==> src/rtl/cmd_frame_decoder.sv <==
// Decodes opcode/argument byte frames into out_reg and replies over UART TX.
// Define CMD_ECHO_EN to prefix every response with an echo of the opcode.
module cmd_frame_decoder #(
  parameter int               OUT_W       = 8,
  parameter logic [OUT_W-1:0] RESET_VAL   = '0,
  parameter int               TIMEOUT_CYC = 100000
) (
  input  logic             clk,
  input  logic             rst_n,
  input  logic             valid,
  input  logic [7:0]       cmd_in,
  input  logic             tx_done,
  output logic [7:0]       tx_data,
  output logic             tx_start,
  output logic [OUT_W-1:0] out_reg,
  output logic             busy,
  output logic             overrun,
  output logic [2:0]       state
);

  typedef enum logic [2:0] {
    IDLE      = 3'd0,
    GET_ARG   = 3'd1,
    EXEC      = 3'd2,
    SEND      = 3'd3,
    WAIT_DONE = 3'd4
  } state_t;

  localparam logic [7:0] OP_SET = 8'hA1;
  localparam logic [7:0] OP_CLR = 8'hA2;
  localparam logic [7:0] OP_WR  = 8'hA3;
  localparam logic [7:0] OP_RD  = 8'hB1;
  localparam logic [7:0] OP_RST = 8'hC1;

  localparam logic [7:0] R_ACK  = 8'h55;
  localparam logic [7:0] R_NACK = 8'hEE;
  localparam logic [7:0] R_TMO  = 8'hE0;
  localparam logic [7:0] R_RACK = 8'hAA;

`ifdef CMD_ECHO_EN
  localparam int QD = 3;
`else
  localparam int QD = 2;
`endif

  localparam logic [7:0] OUT_W8 = 8'(OUT_W);
  localparam bit TO_EN = (TIMEOUT_CYC > 0);
  localparam int TW = (TIMEOUT_CYC > 1) ? $clog2(TIMEOUT_CYC) : 1;
  localparam logic [TW-1:0] T_LAST =
    (TIMEOUT_CYC > 0) ? TW'(TIMEOUT_CYC - 1) : '0;

  state_t             st_q;
  logic [7:0]         op_q;
  logic [7:0]         arg_q;
  logic [TW-1:0]      timer;
  logic [QD-1:0][7:0] q_mem;
  logic [1:0]         q_len;
  logic [1:0]         q_idx;

  logic [OUT_W-1:0]   bmask;
  logic [7:0]         rd_val;
  logic [OUT_W-1:0]   out_nx;
  logic               clr_ovr;
  logic [7:0]         rsp0;
  logic [7:0]         rsp1;
  logic [1:0]         rsp_n;
  logic [QD-1:0][7:0] ld_q;
  logic [1:0]         ld_n;
  logic [QD-1:0][7:0] to_q;
  logic [1:0]         to_n;
  logic [7:0]         cur_byte;
  logic               arg_ok;
  logic               timeout_hit;
  logic               drop;

  assign state       = st_q;
  assign busy        = (st_q != IDLE);
  assign arg_ok      = (arg_q < OUT_W8);
  assign timeout_hit = TO_EN && (timer == T_LAST);
  assign drop        = valid &&
                       ((st_q == EXEC) ||
                        (st_q == SEND) ||
                        (st_q == WAIT_DONE));

  function automatic logic takes_arg(
    input logic [7:0] b
  );
    return (b == OP_SET) ||
           (b == OP_CLR) ||
           (b == OP_WR);
  endfunction

  // One-hot mask selecting the bit addressed by the argument byte
  always_comb begin
    bmask = '0;
    for (int i = 0; i < OUT_W; i++)
      bmask[i] = (arg_q == 8'(i));
  end

  // Zero-extended view of out_reg for the READ reply
  always_comb begin
    rd_val = '0;
    rd_val[OUT_W-1:0] = out_reg;
  end

  // Register update and reply bytes for the latched command
  always_comb begin
    out_nx  = out_reg;
    clr_ovr = 1'b0;
    rsp0    = R_NACK;
    rsp1    = 8'h00;
    rsp_n   = 2'd1;
    unique case (1'b1)
      (op_q == OP_SET): begin
        if (arg_ok) begin
          out_nx = out_reg | bmask;
          rsp0   = R_ACK;
        end
      end
      (op_q == OP_CLR): begin
        if (arg_ok) begin
          out_nx = out_reg & ~bmask;
          rsp0   = R_ACK;
        end
      end
      (op_q == OP_WR): begin
        out_nx = arg_q[OUT_W-1:0];
        rsp0   = R_ACK;
      end
      (op_q == OP_RD): begin
        rsp0  = R_ACK;
        rsp1  = rd_val;
        rsp_n = 2'd2;
      end
      (op_q == OP_RST): begin
        out_nx  = RESET_VAL;
        clr_ovr = 1'b1;
        rsp0    = R_RACK;
      end
      default: ;
    endcase
  end

  // Response queue images for normal execution and for a timeout
  always_comb begin
    ld_q = '0;
    to_q = '0;
`ifdef CMD_ECHO_EN
    ld_q[0] = op_q;
    ld_q[1] = rsp0;
    ld_q[2] = rsp1;
    ld_n    = rsp_n + 2'd1;
    to_q[0] = op_q;
    to_q[1] = R_TMO;
    to_n    = 2'd2;
`else
    ld_q[0] = rsp0;
    ld_q[1] = rsp1;
    ld_n    = rsp_n;
    to_q[0] = R_TMO;
    to_n    = 2'd1;
`endif
  end

  // Byte at the head of the response queue
  always_comb begin
    cur_byte = q_mem[0];
    for (int i = 1; i < QD; i++)
      if (q_idx == 2'(i))
        cur_byte = q_mem[i];
  end

  // Frame FSM with registered TX handshake, out_reg and overrun
  always_ff @(posedge clk) begin
    if (!rst_n) begin
      st_q     <= IDLE;
      op_q     <= '0;
      arg_q    <= '0;
      timer    <= '0;
      q_mem    <= '0;
      q_len    <= '0;
      q_idx    <= '0;
      tx_data  <= 8'h00;
      tx_start <= 1'b0;
      out_reg  <= RESET_VAL;
      overrun  <= 1'b0;
    end else begin
      tx_start <= 1'b0;
      unique case (st_q)
        IDLE: begin
          if (valid) begin
            op_q  <= cmd_in;
            timer <= '0;
            st_q  <= takes_arg(cmd_in) ? GET_ARG : EXEC;
          end
        end
        GET_ARG: begin
          if (valid) begin
            arg_q <= cmd_in;
            st_q  <= EXEC;
          end else if (timeout_hit) begin
            q_mem <= to_q;
            q_len <= to_n;
            q_idx <= '0;
            st_q  <= SEND;
          end else begin
            timer <= timer + 1'b1;
          end
        end
        EXEC: begin
          out_reg <= out_nx;
          if (clr_ovr)
            overrun <= 1'b0;
          q_mem <= ld_q;
          q_len <= ld_n;
          q_idx <= '0;
          st_q  <= SEND;
        end
        SEND: begin
          tx_data  <= cur_byte;
          tx_start <= 1'b1;
          st_q     <= WAIT_DONE;
        end
        WAIT_DONE: begin
          if (tx_done) begin
            if ((q_idx + 2'd1) < q_len) begin
              q_idx <= q_idx + 2'd1;
              st_q  <= SEND;
            end else begin
              st_q  <= IDLE;
            end
          end
        end
        default: st_q <= IDLE;
      endcase
      if (drop)
        overrun <= 1'b1;
    end
  end

endmodule

==> config.mk <==
export PLATFORM = sky130hd
export DESIGN_NAME = cmd_frame_decoder
export DESIGN_NICKNAME = d
export VERILOG_FILES = /design/src/rtl/cmd_frame_decoder.sv
export SDC_FILE = /design/constraint.sdc
export NUM_CORES = 1
export LEC_CHECK = 0
export BUFFER_PORTS_ARGS = -buffer_cell sky130_fd_sc_hd__buf_4
export CORE_UTILIZATION = 60
export CTS_BUF_LIST = sky130_fd_sc_hd__clkbuf_8
export DETAILED_ROUTE_END_ITERATION = 7
export GPL_ROUTABILITY_DRIVEN = 1
export GPL_TIMING_DRIVEN = 0
export PLACE_DENSITY = 0.9
export RECOVER_POWER = 25
export SKIP_CTS_REPAIR_TIMING = 1
export SYNTH_ARGS = -nofsm -noshare
export SYNTH_HDL_FRONTEND = slang
export SYNTH_SLANG_ARGS = --single-unit
export TNS_END_PERCENT = 5
==> constraint.sdc <==
create_clock -name clk -period 3.5 [get_ports clk]
set_clock_uncertainty 0.05 [all_clocks]
set_input_delay 1.05 -clock clk [delete_from_list [all_inputs] [get_ports clk]]
set_output_delay 1.05 -clock clk [all_outputs]
set_load 0.005 [all_outputs]
==> impl_metrics.csv <==
group,metric,value,unit
cells_and_area,drive_gt1_frac,0.147,
routing,dr_wl_met2,4390,µm
sta,setup_viol,0,
worst_setup_path,path_cells,"clkbuf_1, inv_1, nor2_2, a21oi_1, buf_2, o21ai_0, a21oi_1",
cells_and_area,finalNonFillerCells,542,
sta,period_share,0.740,
global_route,gr-usage-all-layers,0.313,
worst_setup_path,slowest_stage,"nor2_2",
die,die_area,0.00621,mm²
routing,wl,9150,µm
cells_and_area,fill_cells,452,
routing,met1Wirelength,3820,µm
cells_and_area,reg_top3,"timer (17), q_mem (13)",
sta,post-route-min-period,2.59,ns
routing,wl_met3,720,µm
logic_synthesis,yosysWarnings,0,
logic_synthesis,syn_inst,422,
cells_and_area,seqCellArea,0.00142,mm²
sta,slew_headroom,0.467,
global_route,gr-total-overflow,0,
worst_setup_path,critical_path_class,"in2reg",
sta,tightest_slew,0.793,ns
clock_tree,clkTransAtPathRegs,0.08,ns
routing,drc_errors,0,
routing,top_layer,"met4",
worst_setup_path,start_kind,"input pin",
worst_setup_path,timing.rr.end,"timer[15]",
routing,drtIter0Drc,303,
placed_design,gp_congestion,0.872,
routing,ant_nets,0,
worst_setup_path,critical_path.top_delay_family,"buffers and inverters",
hold_path,whs_path_depth,1,
logic_synthesis,yosysSeqAreaShare,0.402,
clock_tree,root_buffer,"clkbuf_8",
die,start_util,0.631,
routing,dr.pass1.iters,5,
clock_tree,cts_made_buffers,9,
cells_and_area,syn2layout_area_growth,14.4,%
cells_and_area,regMostFlops,"timer",
hold_path,min-delay-start,"q_len[1]",
placed_design,port_buffers,32,
cells_and_area,fin_util,0.722,
routing,wire_per_inst,16.9,µm
logic_synthesis,synth_area_per_cell,8.38,µm²
die,dieHeight,78.8,µm
cells_and_area,diodes,0,
logic_synthesis,synth-seq-cells,71,
die,pin_count,34,
cells_and_area,final_common_cell,"dfxtp_1",
power_and_ir_drop,leakagePower,0.00146,µW
placed_design,placed_cells,526,
global_route,grt_start_max_net_pins,16,
sta,rsz0062_at_grt,"false",
worst_setup_path,arrival,2.77,ns
cells_and_area,layout.nets,480,
routing,via_count,3520,
worst_setup_path,rrSetupSlack,0.92,ns
worst_setup_path,timing.critical_path.buf_inv,3,
clock_tree,cts_sinks,71,
logic_synthesis,syn-num-nets,437,
sta,drv_slew,0,
global_route,antenna_found_initial,0,
clock_tree,cts.path.max_buffers,2,
sta,hold_violations,0,
worst_setup_path,rr_startpoint,"timer[0]",
cells_and_area,largest_reg_flops,17,
die,die_w,78.8,µm
global_route,grt_pass1_vias,3172,
hold_path,worstHoldEndpoint,"q_len[1]",
sta,fin_setup_tns,0,ns
placed_design,dpl.hpwl,6310,µm
power_and_ir_drop,powerDensity,427,mW/mm²
logic_synthesis,ys.flop_type,"dfxtp_1",
logic_synthesis,synthArstFlopShare,0,
power_and_ir_drop,ir_worst_vdd,282,µV
run,max-cap-violations,0,
worst_setup_path,slowest_delay,0.43,ns
die,core,0.00561,mm²
logic_synthesis,synth_edf_count,0,
cells_and_area,layout_common_cells,"dfxtp_1 (71), nand2_1 (56), a21oi_1 (52)",
die,row_count,27,
worst_setup_path,cp.required,3.68,ns
worst_setup_path,cp-startpoint,"valid",
worst_setup_path,worstRegToRegCells,7,
worst_setup_path,path_max_fanout,10,
sta,timing.fmax,386,MHz
worst_setup_path,end_kind,"flip-flop",
hold_path,holdCritPathClass,"reg2reg",
clock_tree,htreeDepth,3,
worst_setup_path,crit_top_cell,"a21oi_1",
global_route,grt_pass1_wl,14900,µm
clock_tree,cts_tree,"yes",
cells_and_area,multi_input_area,0.00196,mm²
logic_synthesis,syn_area,0.00354,mm²
routing,via_per_inst,6.49,
run_status,status,"finished clean",
logic_synthesis,ys_types,59,
clock_tree,clk_latency,0.36,ns
-- how the worst max path moves through the flow --
stage | end | slack, ns | depth (start not counted)
after floorplan | timer[5] | 1.11 | 7
after global placement | timer[10] | 0.72 | 7
after detailed placement | timer[8] | 0.65 | 7
after CTS | timer[9] | 0.96 | 7
after global routing | timer[10] | 0.72 | 7
final | timer[12] | 0.91 | 7
-- metal layers --
| metal | up-vias | track usage |
|---|---|---|
| li1 | 1663 | - |
| met1 | 1655 | 0.391 |
| met2 | 176 | 0.500 |
| met4 | 0 | 0.152 |
| met5 | - | 0 |
| met3 | 26 | 0.0839 |
-- logic make-up after synthesis --
| group | after synthesis | share of synthesized area |
|---|---|---|
| AND/OR/NAND/NOR | 164 | 0.255 |
| flip-flops | 71 | 0.402 |
| XOR/XNOR | 2 | 0.00495 |
| adder cells (fa/ha/maj) | 3 | 0.0106 |
| buffers and inverters | 40 | 0.0442 |
| AO/OA/AOI/OAI | 135 | 0.263 |
| multiplexers | 7 | 0.0198 |
-- synthesized netlist by cell type (3+ instances only) --
master / count / area [µm²]
nand2_1: 56 / 210
nor2b_1: 5 / 31.3
or3b_1: 3 / 26.3
o21ai_0: 17 / 85.1
a31oi_1: 4 / 25.0
nor2_2: 3 / 18.8
or3_1: 7 / 43.8
a22o_1: 9 / 78.8
nor3_1: 4 / 20.0
a211oi_1: 15 / 113
inv_1: 16 / 60.1
ha_1: 3 / 37.5
a32o_1: 7 / 70.1
clkbuf_1: 17 / 63.8
nor4b_1: 4 / 35.0
and4_1: 3 / 26.3
buf_2: 5 / 25.0
o21a_1: 4 / 30.0
dfxtp_1: 71 / 1420
and3_1: 6 / 37.5
or4_1: 4 / 30.0
nand4_1: 7 / 43.8
and2_1: 6 / 37.5
mux2i_1: 7 / 70.1
o2bb2ai_1: 6 / 52.6
nand3_1: 11 / 55.1
nor2_1: 27 / 101
a21oi_1: 52 / 260
-- metrics by stage --
stage | setup WS, ns | instance area [µm²] | hold WS (ns) | power, µW
detailed placement | 0.649 | 3870 | 0.389 | 1110
global placement | 0.719 | 3870 | 0.385 | 1100
CTS | 0.962 | 4060 | 0.407 | 1730
global route | 0.716 | 4050 | 0.428 | 1790
finish | 0.909 | 4050 | 0.406 | 1730
floorplan | 1.11 | 3540 | 0.375 | 1030
-- cell type report --
type / count / area share
repair buffers: 32 / 0.0575
flip-flops and latches: 71 / 0.351
clock inverters: 7 / 0.0155
clock buffers: 9 / 0.0306
plain buffers: 24 / 0.0238
multi-input cells: 311 / 0.484
inverters: 16 / 0.0148
well taps: 72 / 0.0223
-- where the power goes --
group | total (µW) | internal [µW] | switching (µW)
clock network | 628 | 271 | 357
logic | 238 | 88.0 | 150
registers | 860 | 836 | 23.8
total | 1730 | 1200 | 531
Power figures use the tool's default switching activity.
